<file path="src/rtl/muldiv_if.sv">
// Request/response bundle between the issuing pipeline stage and the iterative mul/div unit.
interface muldiv_if #(
  parameter int unsigned XLEN = 32
);
  logic            start;
  logic [2:0]      funct3;
  logic [XLEN-1:0] rs1;
  logic [XLEN-1:0] rs2;
  logic            flush;
  logic            busy;
  logic            done;
  logic [XLEN-1:0] result;

  modport master (output start, funct3, rs1, rs2, flush, input busy, done, result);
  modport slave  (input start, funct3, rs1, rs2, flush, output busy, done, result);
endinterface

</file>
<file path="src/rtl/muldiv_unit.sv">
// Iterative radix-2 multiplier/divider: shift-add multiply and restoring division
// on operand magnitudes, one bit per cycle, with sign fix-up in a final cycle.
module muldiv_unit #(
  parameter int unsigned XLEN = 32
) (
  input  logic     clk,
  input  logic     reset_n,
  muldiv_if.slave  bus
);

  localparam int unsigned CW = (XLEN > 1) ? $clog2(XLEN) : 1;
  localparam int unsigned PW = 2 * XLEN;

  typedef enum logic [1:0] {IDLE, MUL, DIV, FINISH} state_t;

  state_t          state, state_nx;
  logic [CW-1:0]   cnt, cnt_nx;
  logic [2:0]      op, op_nx;
  logic [XLEN-1:0] a_raw, a_nx;
  logic [XLEN-1:0] b_raw, b_nx;
  logic [XLEN-1:0] opnd, opnd_nx;
  logic [PW-1:0]   acc, acc_nx;
  logic            busy_q, busy_nx;
  logic            done_q, done_nx;
  logic [XLEN-1:0] result_q, result_nx;

  function automatic logic sign_a(input logic [2:0] f);
    return !(f == 3'b011 || f == 3'b101 || f == 3'b111);
  endfunction

  function automatic logic sign_b(input logic [2:0] f);
    return (f == 3'b000 || f == 3'b001 || f == 3'b100 || f == 3'b110);
  endfunction

  // Operand magnitudes captured at acceptance
  logic [XLEN-1:0] a_mag_in, b_mag_in;
  assign a_mag_in = (sign_a(bus.funct3) && bus.rs1[XLEN-1]) ? -bus.rs1 : bus.rs1;
  assign b_mag_in = (sign_b(bus.funct3) && bus.rs2[XLEN-1]) ? -bus.rs2 : bus.rs2;

  // acc = {high/remainder, low/quotient}
  logic [XLEN:0]   mul_sum;
  logic [PW-1:0]   mul_step;
  logic [XLEN:0]   div_shift;
  logic [XLEN:0]   div_trial;
  logic [PW-1:0]   div_step;
  assign mul_sum   = {1'b0, acc[PW-1:XLEN]} + (acc[0] ? {1'b0, opnd} : (XLEN+1)'(0));
  assign mul_step  = {mul_sum, acc[XLEN-1:1]};
  assign div_shift = {acc[PW-1:XLEN], acc[XLEN-1]};
  assign div_trial = div_shift - {1'b0, opnd};
  assign div_step  = div_trial[XLEN] ? {div_shift[XLEN-1:0], acc[XLEN-2:0], 1'b0}
                                     : {div_trial[XLEN-1:0], acc[XLEN-2:0], 1'b1};

  // Sign correction and result selection
  logic            prod_neg, quo_neg, rem_neg;
  logic [PW-1:0]   prod_fix;
  logic [XLEN-1:0] quo_fix, rem_fix, final_res;
  assign prod_neg = (sign_a(op) & a_raw[XLEN-1]) ^ (sign_b(op) & b_raw[XLEN-1]);
  assign quo_neg  = prod_neg;
  assign rem_neg  = sign_a(op) & a_raw[XLEN-1];
  assign prod_fix = prod_neg ? -acc : acc;
  assign quo_fix  = quo_neg ? -acc[XLEN-1:0] : acc[XLEN-1:0];
  assign rem_fix  = rem_neg ? -acc[PW-1:XLEN] : acc[PW-1:XLEN];

  always_comb begin
    final_res = prod_fix[XLEN-1:0];
    case (op)
      3'b000:                 final_res = prod_fix[XLEN-1:0];
      3'b001, 3'b010, 3'b011: final_res = prod_fix[PW-1:XLEN];
      3'b100, 3'b101:         final_res = quo_fix;
      default:                final_res = rem_fix;
    endcase
  end

  // Division special cases resolved on the first iteration cycle
  logic            div_zero, div_ovf;
  logic [XLEN-1:0] fast_res;
  assign div_zero = (b_raw == '0);
  assign div_ovf  = !op[0] && (a_raw == {1'b1, (XLEN-1)'(0)}) && (b_raw == '1);
  assign fast_res = div_zero ? (op[1] ? a_raw : '1) : (op[1] ? '0 : a_raw);

  always_ff @(posedge clk) begin
    if (!reset_n) begin
      state    <= IDLE;
      cnt      <= '0;
      op       <= '0;
      a_raw    <= '0;
      b_raw    <= '0;
      opnd     <= '0;
      acc      <= '0;
      busy_q   <= 1'b0;
      done_q   <= 1'b0;
      result_q <= '0;
    end else begin
      state    <= state_nx;
      cnt      <= cnt_nx;
      op       <= op_nx;
      a_raw    <= a_nx;
      b_raw    <= b_nx;
      opnd     <= opnd_nx;
      acc      <= acc_nx;
      busy_q   <= busy_nx;
      done_q   <= done_nx;
      result_q <= result_nx;
    end
  end

  always_comb begin
    state_nx  = state;
    cnt_nx    = cnt;
    op_nx     = op;
    a_nx      = a_raw;
    b_nx      = b_raw;
    opnd_nx   = opnd;
    acc_nx    = acc;
    done_nx   = 1'b0;
    result_nx = result_q;

    case (state)
      IDLE: begin
        if (bus.start && !bus.flush) begin
          op_nx  = bus.funct3;
          a_nx   = bus.rs1;
          b_nx   = bus.rs2;
          cnt_nx = '0;
          if (bus.funct3[2]) begin
            state_nx = DIV;
            acc_nx   = {(XLEN)'(0), a_mag_in};
            opnd_nx  = b_mag_in;
          end else begin
            state_nx = MUL;
            acc_nx   = {(XLEN)'(0), b_mag_in};
            opnd_nx  = a_mag_in;
          end
        end
      end
      MUL: begin
        acc_nx = mul_step;
        cnt_nx = cnt + CW'(1);
        if (cnt == CW'(XLEN - 1)) state_nx = FINISH;
      end
      DIV: begin
        if (cnt == '0 && (div_zero || div_ovf)) begin
          state_nx  = IDLE;
          done_nx   = 1'b1;
          result_nx = fast_res;
        end else begin
          acc_nx = div_step;
          cnt_nx = cnt + CW'(1);
          if (cnt == CW'(XLEN - 1)) state_nx = FINISH;
        end
      end
      FINISH: begin
        state_nx  = IDLE;
        done_nx   = 1'b1;
        result_nx = final_res;
      end
      default: state_nx = IDLE;
    endcase

    // Pipeline kill aborts silently and leaves the last result visible
    if (state != IDLE && bus.flush) begin
      state_nx  = IDLE;
      done_nx   = 1'b0;
      result_nx = result_q;
    end

    busy_nx = (state_nx != IDLE);
  end

  assign bus.busy   = busy_q;
  assign bus.done   = done_q;
  assign bus.result = result_q;

endmodule

</file>
<file path="src/flat_wrapper.sv">
// flat-port wrapper written by rule: the top's interface ports become plain ports
module muldiv_unit_flat 
#(
  parameter int unsigned XLEN = 32
)
  (clk, reset_n, bus_start, bus_funct3, bus_rs1, bus_rs2, bus_flush, bus_busy, bus_done, bus_result);
  muldiv_if #(.XLEN(XLEN)) bus_i ();
  input  logic clk;
  input  logic reset_n;
  input wire logic [$bits(bus_i.start)-1:0] bus_start;
  input wire logic [$bits(bus_i.funct3)-1:0] bus_funct3;
  input wire logic [$bits(bus_i.rs1)-1:0] bus_rs1;
  input wire logic [$bits(bus_i.rs2)-1:0] bus_rs2;
  input wire logic [$bits(bus_i.flush)-1:0] bus_flush;
  output wire logic [$bits(bus_i.busy)-1:0] bus_busy;
  output wire logic [$bits(bus_i.done)-1:0] bus_done;
  output wire logic [$bits(bus_i.result)-1:0] bus_result;
  assign bus_i.start = bus_start;
  assign bus_i.funct3 = bus_funct3;
  assign bus_i.rs1 = bus_rs1;
  assign bus_i.rs2 = bus_rs2;
  assign bus_i.flush = bus_flush;
  assign bus_busy = bus_i.busy;
  assign bus_done = bus_i.done;
  assign bus_result = bus_i.result;
  muldiv_unit #(.XLEN(XLEN)) u_core (.clk(clk), .reset_n(reset_n), .bus(bus_i));
endmodule
</file>
<file path="config.mk">
export PLATFORM = sky130hd
export DESIGN_NAME = muldiv_unit_flat
export DESIGN_NICKNAME = d
export VERILOG_FILES = /design/src/rtl/muldiv_if.sv /design/src/rtl/muldiv_unit.sv /design/src/flat_wrapper.sv
export SDC_FILE = /design/constraint.sdc
export NUM_CORES = 1
export LEC_CHECK = 0
export CORE_MARGIN = 1
export CORE_UTILIZATION = 55
export CTS_CLUSTER_DIAMETER = 50
export DETAILED_ROUTE_END_ITERATION = 6
export PLACE_DENSITY = 0.74
export SLEW_MARGIN = 20
export SYNTH_ARGS = -nofsm -noshare
export SYNTH_HDL_FRONTEND = slang
export SYNTH_SLANG_ARGS = --single-unit
export TNS_END_PERCENT = 10
</file>
<file path="constraint.sdc">
create_clock -name clk -period 3.77 [get_ports clk]
set_input_delay 0.754 -clock clk [delete_from_list [all_inputs] [get_ports clk]]
set_output_delay 0.754 -clock clk [all_outputs]
set_load 0.02 [all_outputs]
</file>
## After elaboration in Yosys (flattened, before gate mapping)

Cells that the tools add are included.

| cells by class | value |
|---|---|
| add/subtract/negate cells | 8 |
| $mul | 0 |
| divide/modulo/power cells | 0 |
| order comparisons | 0 |
| eq/ne operators | 22 |
| shifts and indexed selects | 0 |
| mux-type cells | 29 |
| bitwise gates (word level) | 5 |
| reduce and logical (&&, ||, !) cells | 37 |

Operators by type and width:

| cell | count |
|---|---|
| two-way mux 32 bit | 11 |
| two-way mux 64 bit | 4 |
| one-hot mux 64 bit (3 select lines) | 1 |
| negation 32 bit | 4 |
| one-hot mux 32 bit (3 select lines) | 1 |
| equality test 32 bit (second input constant) | 2 |
| negation 64 bit | 1 |
| one-hot mux 32 bit (2 select lines) | 1 |
| adder 32 x 33 -> 33 bit | 1 |
| subtractor 33 x 32 -> 33 bit | 1 |
| zero test 32 bit | 1 |
| equality test 3 bit (second input constant) | 8 |
| one-hot mux 5 bit (3 select lines) | 1 |
| logical OR 1 bit | 11 |
| two-way mux 2 bit | 5 |
| two-way mux 5 bit | 2 |
| equality test 3 x 2 -> 1 bit (second input constant) | 3 |
| one-hot mux 2 bit (4 select lines) | 1 |
| logical AND 1 bit | 7 |
| equality test 3 x 1 -> 1 bit (second input constant) | 2 |
| zero test 3 bit | 2 |
| AND reduction 3 bit | 2 |
| nonzero test 2 bit | 3 |
| adder 5 x 1 -> 5 bit (second input constant) | 1 |
| 17 further kinds | 25 |

| word-level totals | value |
|---|---|
| register bits after elaboration | 204 |
| latch bits | 0 |
| memory bits (writable) | 0 |
| ROM bits | 0 |
| output and inout port bits | 34 |
| word-level logic and storage cells | 111 |
| memories kept | 0 |

## Logic depth before layout (Yosys ltp)

Gate-level depths: netlist (run 1).

| logic depth | value |
|---|---|
| word-level depth | 9 |
| depth in mapped cells | 15 |
| depth with buffers taken out | 14 |

## Least setup slack after synthesis (run 1)

No wires, ideal clock.

| timing path | value |
|---|---|
| path type | register to register |
| start | reg u_core.acc[31] |
| end | reg u_core.acc[48] |
| setup time | 0.138 ns |
| arrival time | 3.451 ns |
| required time | 3.632 ns |
| path slack | 0.181 ns |
| stages on the path, launching flop included | 15 |
| buffers on the path | 1 |
| cell sequence | dfxtp_1 inv_1 ha_1 fa_1 nand2b_1 a21oi_1 o21ai_0 a2111oi_1 a2bb2oi_2 nand2_1 a31oi_1 xnor2_1 buf_2 mux2i_1 o221ai_1 |

| on the way | value |
|---|---|
| longest elaborated chain between the ends | 4 |

RTL lines:

| what | RTL line | RTL |
|---|---|---|
| start: declaration | muldiv_unit.sv:22 | `logic [PW-1:0] acc, acc_nx;` |
| start signal: assignment | muldiv_unit.sv:100 | `acc <= acc_nx;` |
| subtractor 33 x 32 -> 33 bit | muldiv_unit.sv:49 | `assign div_trial = div_shift - {1'b0, opnd};` |
| two-way mux 64 bit | muldiv_unit.sv:50 | `assign div_step = div_trial[XLEN] ? {div_shift[XLEN-1:0], acc[XLEN-2:0], 1'b0}` |
| two-way mux 64 bit | muldiv_unit.sv:142 | `if (cnt == '0 && (div_zero \|\| div_ovf)) begin` |
| one-hot mux 64 bit (3 select lines) | muldiv_unit.sv:118 | `case (state)` |

No other way between the ends. The select of a mux whose other input is x is not followed.
A chain may end at the register's enable or synchronous reset.

## Worst setup path in the final report (run 1)

| timing path | value |
|---|---|
| start | reg u_core.acc[31] |
| end | reg u_core.acc[59] |

Same word-level chain as after synthesis.

==> impl_metrics.json, run 1 <==
{
  "timing.critical_path.from_type": "register",
  "maximum_number_of_pins_on_one_net_before_global_route_repair": 178,
  "postSynthRegisterBits": 204,
  "grt_overflow": 0,
  "outcome": "finished, final reports clean",
  "hold_path_depth": 2,
  "routed_via_density": 6.53,
  "total_leakage_power_uw": 0.00848,
  "dieWidth_um": 180,
  "critical_path_peak_fanout": 13,
  "powerDensity_nw_per_um2": 341,
  "ys_dominant_reg_cell": "dfxtp_1",
  "syn-num-nets": 2562,
  "multiInputGateArea_um2": 12500,
  "r2r_end": "u_core.acc[59]",
  "cell_row_count": 64,
  "critPathKind": "reg2reg",
  "cts_tree": "yes",
  "post_synth_xor_area_fraction_pct": 9.48,
  "ant_nets": 0,
  "power.total_uw": 7120,
  "synth-edff-count": 0,
  "ctsLongestPathBuffers": 3,
  "maxClockFrequency_mhz": 271,
  "fraction_of_registers_with_async_set_or_reset_after_synthesis_pct": 0,
  "finalSetupTns_ps": 0,
  "detail_route.drc_violations": 0,
  "synth_area_um2": 17500,
  "crit_end_element": "register",
  "signed_area_change_from_the_synthesized_netlist_to_the_final_layout_pct": 19.3,
  "slew_headroom_pct": 25.2,
  "final_min_period_over_clock_period_pct": 97.8,
  "grt_pass1_vias": 18000,
  "die_area_um2": 32500,
  "root_buffer": "clkbuf_16",
  "grt_pass1_wl_mm": 105,
  "yosys.cell_types.count": 85,
  "yosys.area_share.adder_pct": 6.87,
  "r2r_slack_ps": 80,
  "timing_hold_violations_final": 0,
  "place_congestion": 1.04,
  "routed_wirelength_mm": 68.4,
  "net_total_in_the_final_layout": 2684,
  "groute.usage.overall_pct": 41.0,
  "worst_hold_endpoint": "u_core.opnd[5]",
  "clock_skew_ps": 56.5,
  "worst_slew_pin_slew_ps": 1110,
  "complex_gate_fraction_of_the_synthesized_area_pct": 29.6,
  "cts_hold_buf": 0,
  "worst_ep_required_time_ps": 4240,
  "postSynthAreaPerCell_um2": 7.23,
  "core-area_um2": 30900,
  "floorplan.initialDensity_pct": 56.5,
  "cts.reportedPaths.clkPinSlew_ps": 60,
  "dpl.hpwl_mm": 52.4,
  "finalMaxSlewViolations": 0,
  "synth_area_in_simple_gates_pct": 22.1,
  "cts_max_level": 1,
  "clk_latency_ps": 600,
  "hold_start": "u_core.opnd[5]",
  "worst_ir_drop_vdd_mv": 0.426,
  "initial_antenna_violation_count": 0,
  "n_antenna_cell": 0,
  "synthMuxAreaShare_pct": 2.78,
  "ff2ff_path_depth": 15,
  "overall_die_height_um": 180,
  "cp.arrival_ps": 4160,
  "final-setup-viol-count": 0,
  "cts.sinks": 204,
  "ff_latch_area_um2": 4080,
  "ports": 105,
  "period_needed_ps": 3690,
  "numPortBuffers": 104,
  "synth-seq-area-share_pct": 23.4,
  "worst_hold_path_type": "reg2reg",
  "regToRegStartpoint": "u_core.acc[31]",
  "cts_made_buffers": 28,
  "detailedRoute.firstPassIterationCount": 6,
  "cells_after_synth": 2414,
  "via_count": 19300,
  "drtIter0Drc": 1880,
  "routedWlPerCell_um": 23.2,
  "yosys_warnings": 0,
  "synth_top_family_by_area": "compound AO/OA/AOI/OAI gates",
  "max-cap-violations": 0,
  "drive_above_1_share_pct": 10.9,
  "n_fill_cell": 2662
}
## registers in the layout, indices dropped and copies added, names as in the netlist
register and flops:
u_core.state 2, u_core.b_raw 32, u_core.bus.result 32, u_core.opnd 32
u_core.acc 64, u_core.cnt 5, u_core.a_raw 32, u_core.bus.busy 1
u_core.op 3, u_core.bus.done 1
## where the power goes
part / switching, uW / internal (uW)
Sequential: 152 / 2260
Clock: 1180 / 1570
Combinational: 1170 / 779
## synth_stat cells, types with 7 or more instances
master | n | area (um2)
buf_2 | 13 | 65.1
o21ai_0 | 179 | 896
and2_1 | 17 | 106
a22oi_1 | 50 | 375
a22o_1 | 8 | 70.1
o2111ai_1 | 8 | 70.1
o211a_1 | 18 | 180
maj3_1 | 22 | 220
a31oi_1 | 32 | 200
nor3_1 | 51 | 255
dfxtp_1 | 204 | 4080
o211ai_1 | 31 | 233
or4_1 | 14 | 105
xnor2_1 | 115 | 1010
a21boi_0 | 91 | 683
o41ai_1 | 11 | 96.3
ha_1 | 75 | 938
nand2b_1 | 22 | 138
o221ai_1 | 25 | 219
nor2_1 | 174 | 653
o31ai_1 | 21 | 158
a211oi_1 | 14 | 105
nor2b_1 | 18 | 113
nand2_1 | 335 | 1260
or3_1 | 20 | 125
mux2i_1 | 44 | 440
or2_2 | 7 | 43.8
nand3_1 | 56 | 280
clkbuf_1 | 165 | 619
o21bai_1 | 9 | 67.6
nor4_1 | 37 | 231
xor2_1 | 74 | 648
a21oi_1 | 200 | 1000
a21o_1 | 33 | 248
inv_1 | 66 | 248
o21a_1 | 9 | 67.6
a221oi_1 | 8 | 70.1
and3_1 | 10 | 62.6
nor3b_1 | 7 | 52.6
buf_1 | 11 | 41.3
nand4_1 | 22 | 138
## worst max-delay path, cell delays in order (launching register included)
cell and delay, ps:
dfxtp_1 330, inv_1 60, ha_1 220, fa_1 420, nand2b_4 170, a21oi_2 220, o21ai_2 130, a2111oi_2 370
buf_4 200, a2bb2oi_4 170, nand2_1 110, a31oi_4 220, xnor2_4 150, bufbuf_16 340, or3_1 370, o211ai_1 80
## layer usage
metal | GRT usage (%) | up-vias | wire length, um | share of wire (%)
li1 | - | 8964 | - | -
met1 | 51.7 | 9154 | 27700 | 40
met2 | 64.9 | 983 | 30100 | 44
met3 | 6.04 | 196 | 5400 | 7.9
met4 | 27.6 | 0 | 5280 | 7.7
met5 | 0 | - | 0 | 0
## worst max-delay path by stage
stage / to / slack [ps] / from / cells after the start
after global placement: u_core.acc[33] / -70 / u_core.acc[31] / 15
after CTS: u_core.acc[59] / 10 / u_core.acc[31] / 15
after global routing: u_core.acc[50] / -10 / u_core.acc[31] / 15
after floorplan: u_core.acc[48] / 180 / u_core.acc[31] / 14
final: u_core.acc[59] / 80 / u_core.acc[31] / 15
after detailed placement: u_core.acc[32] / -200 / u_core.acc[31] / 15
## timing repair
action	in CTS	in global routing
pin swaps	2	3
gates resized for setup	6	8
buffers inserted	4	1
endpoints found under the setup margin	30	31
gates cloned	1	1
## placed cells by master, fill, tap and decap left out, types with 17 or more instances in the layout
master and n:
clkbuf_16 29, nand2b_1 21, buf_4 168, nor2_1 172
nand4_1 22, and2_1 17, xor2_1 74, a21boi_0 91
nor2b_1 17, o31ai_1 21, inv_1 66, nand2_1 334
xnor2_1 114, clkdlybuf4s50_1 102, a22oi_1 50, dfxtp_1 204
or3_1 20, nor3_1 51, maj3_1 22, o21ai_0 176
o211a_1 18, o221ai_1 25, nor4_1 36, a21o_1 33
mux2i_1 43, o211ai_1 31, a31oi_1 31, a21oi_1 198
nand3_1 56, ha_1 74
## layout make-up
type / count / area share (%)
Multi-Input combinational cell: 1951 / 60.0
Clock inverter: 22 / 1.22
Timing Repair Buffer: 282 / 12.1
Clock buffer: 30 / 3.45
Sequential cell: 204 / 19.6
Tap cell: 396 / 2.38
Inverter: 69 / 1.24
## through the flow
step	cells	area (um2)	worst slack, ps	hold slack, ps	util, %
2_1_floorplan	2414	17500	181	441	-
4_1_cts	2952	20800	10.3	464	67.2
6_report	2954	20800	81.8	460	67.4
3_3_place_gp	2895	19700	-69.0	444	63.7
3_5_place_dp	2895	19700	-203	455	63.7
5_1_grt	2954	20800	-12.9	494	67.4
## cell families (layout without fill, tap and decap cells)
logic type / Yosys count / in the layout
adders and majority gates: 99 / 99
DFF: 204 / 204
xor gates and xnor gates: 189 / 189
and+or+nand+nor: 820 / 820
AOI/OAI and AO/OA: 795 / 795
buffers and inverters: 259 / 403
muxes: 48 / 48
(Power assumes the default switching activity.)
==> run 2, diff against run 1 <==
- GPL_TIMING_DRIVEN: not set -> 0
==> run 2 against run 1 <==
  * The run now ends with DRC, setup timing left
  * Sequential cell count unchanged
  * Die area unchanged
  * Critical endpoint is now u_core.bus.result[5]
  * Cell area is 1.7% lower
  * Clock power up 12%
  * Fmax shrank 4.7%
  * Clock skew is 27 ps lower
  * Core utilization fell by 1.1 points
  * Critical path depth fell by 5
==> impl_metrics.json, run 2 (synthesis results as in run 1) <==
{
  "outcome": "complete, but fails checks",
  "violations": "DRC, setup timing",
  "max-cap-violations": 0,
  "timing.critical_path.from_type": "register",
  "grt_setup_unrepaired": "true",
  "die_area_um2": 32500,
  "grt_overflow": 0,
  "dpl.hpwl_mm": 60.4,
  "worst_ir_drop_vdd_mv": 0.382,
  "multiInputGateArea_um2": 12700,
  "cts_made_buffers": 30,
  "ff2ff_path_depth": 10,
  "ff_latch_area_um2": 4090,
  "hold_path_depth": 2,
  "finalMaxSlewViolations": 0,
  "most-common-layout-cells": "nand2_1, dfxtp_1, a21oi_1, nor2_1, o21ai_0",
  "grt_pass1_vias": 18900,
  "r2r_slack_ps": -100,
  "crit_end_element": "register",
  "commonest_non_fill_non_tap_cell_in_the_layout": "nand2_1",
  "period_needed_ps": 3870,
  "final_min_period_over_clock_period_pct": 103,
  "hold_slack_ps": 459,
  "cts_max_level": 1,
  "routedWlPerCell_um": 26.0,
  "floorplan.initialDensity_pct": 56.5,
  "slowest_delay_ps": 700,
  "ctsLongestPathBuffers": 3,
  "regToRegStartpoint": "u_core.op[2]",
  "maxClockFrequency_mhz": 258,
  "n_antenna_cell": 0,
  "worst_hold_path_type": "reg2reg",
  "hold_start": "u_core.bus.result[22]",
  "cts.reportedPaths.clkPinSlew_ps": 70,
  "root_buffer": "clkbuf_16",
  "dieWidth_um": 180,
  "core-area_um2": 30900,
  "signed_area_change_from_the_synthesized_netlist_to_the_final_layout_pct": 17.4,
  "routed_wirelength_mm": 77.2,
  "via_count": 20500,
  "timing_hold_violations_final": 0,
  "drtIter0Drc": 2770,
  "grt_pass1_wl_mm": 115,
  "cts.sinks": 204,
  "worst_ep_required_time_ps": 4200,
  "slew_headroom_pct": 20.6,
  "critPathKind": "reg2reg",
  "total_leakage_power_uw": 0.00804,
  "detail_route.drc_violations": 3,
  "place_congestion": 1.16,
  "worst_slew_pin_slew_ps": 1190,
  "critical_path_peak_fanout": 10,
  "cts_tree": "yes",
  "r2r_end": "u_core.bus.result[5]",
  "powerDensity_nw_per_um2": 367,
  "worst_hold_endpoint": "u_core.bus.result[22]",
  "maximum_number_of_pins_on_one_net_before_global_route_repair": 15,
  "net_total_in_the_final_layout": 2703,
  "pre_cts_slack_ps": -1180,
  "n_fill_cell": 2680,
  "final-setup-viol-count": 5,
  "top_register": "u_core.acc",
  "final_critical_path_setup_slack_ps": -100,
  "clock_skew_ps": 29.5,
  "drive_above_1_share_pct": 6.48,
  "detailedRoute.firstPassIterationCount": 7,
  "cell_row_count": 64,
  "groute.usage.overall_pct": 46.0,
  "initial_antenna_violation_count": 3,
  "ant_nets": 0,
  "cts_hold_buf": 0,
  "max_reg_flops": 64,
  "overall_die_height_um": 180,
  "critical_path.cell_chain": "o21ai_0 -> a22oi_1 -> mux2_2 -> clkbuf_1 -> clkbuf_2 -> a21oi_1 -> xnor2_1 -> o221ai_1 -> a21oi_1 -> o21ai_0",
  "critical_path.slowest_cell": "dfxtp_1",
  "clk_latency_ps": 580,
  "ports": 105,
  "cp.arrival_ps": 4300,
  "routed_via_density": 6.90,
  "numPortBuffers": 101
}
run 2: changes by cell type in the layout (fill, tap and decap cells not counted), moves of 5 or more:
cell	before	now
buf_4	168	8
buf_2	1	11
buf_12	9	1
clkbuf_2	0	13
clkbuf_1	1	152
nor4_1	36	31
buf_1	0	7
run 2: per-stage QoR:
stage | cell area (um2) | utilization [%] | TNS (ps) | power (uW) | instances
after floorplan | 17500 | - | 0 | 3560 | 2414
after global placement | 19000 | 61.4 | -63180 | 4240 | 2911
after detailed placement | 19000 | 61.4 | -64350 | 4260 | 2911
after CTS | 20200 | 65.5 | 0 | 7330 | 2971
after global routing | 20500 | 66.3 | -924 | 7670 | 2974
final | 20500 | 66.3 | -199 | 7510 | 2974
run 2: how the worst max path moves through the flow:
stage	start	endpoint	slack, ps
after floorplan	u_core.acc[31]	u_core.acc[48]	180
after global placement	u_core.acc[32]	u_core.acc[48]	-1210
after detailed placement	u_core.acc[32]	u_core.acc[54]	-1180
after CTS	u_core.acc[40]	u_core.bus.result[29]	10
after global routing	bus_rs1[2]	u_core.acc[31]	-160
final	u_core.op[2]	u_core.bus.result[5]	-100
run 2: worst max-delay path, delay by kind of cell, from the launching register on:
kind | cells | cell delay (ps)
AOI/OAI and AO/OA | 6 | 1490
buffers and inverters | 2 | 930
DFF | 1 | 700
muxes | 1 | 310
xor gates and xnor gates | 1 | 270
run 2: where the power goes:
group	internal, uW	switching, uW
clock	1890	1200
combinational	711	1310
sequential	2260	141
total	4860	2650
run 2: layout make-up:
type                    count  share of cell area, %
flip-flops and latches    204                   20.0
clock buffers              32                   3.85
well taps                 396                   2.42
plain buffers             188                   3.81
repair buffers            111                   5.42
multi-input cells        1951                   61.8
clock inverters            23                   1.45
inverters                  69                   1.26
run 2: layer usage:
layer	global-route usage, %	part of all wire, %	vias up
li1	-	-	9013
met1	55.9	37	9518
met2	71.6	43	1565
met3	10.7	12	410
met4	33.1	8.8	0
met5	0	0	-
run 2: repair_timing:
item / CTS / global route
endpoints found under the setup margin: 99 / 85
resized for setup: 40 / 52
pin swaps: 5 / 5
buffers inserted: 6 / 2
cloned: 1 / 1
endpoints found under the hold margin: 0 / 0
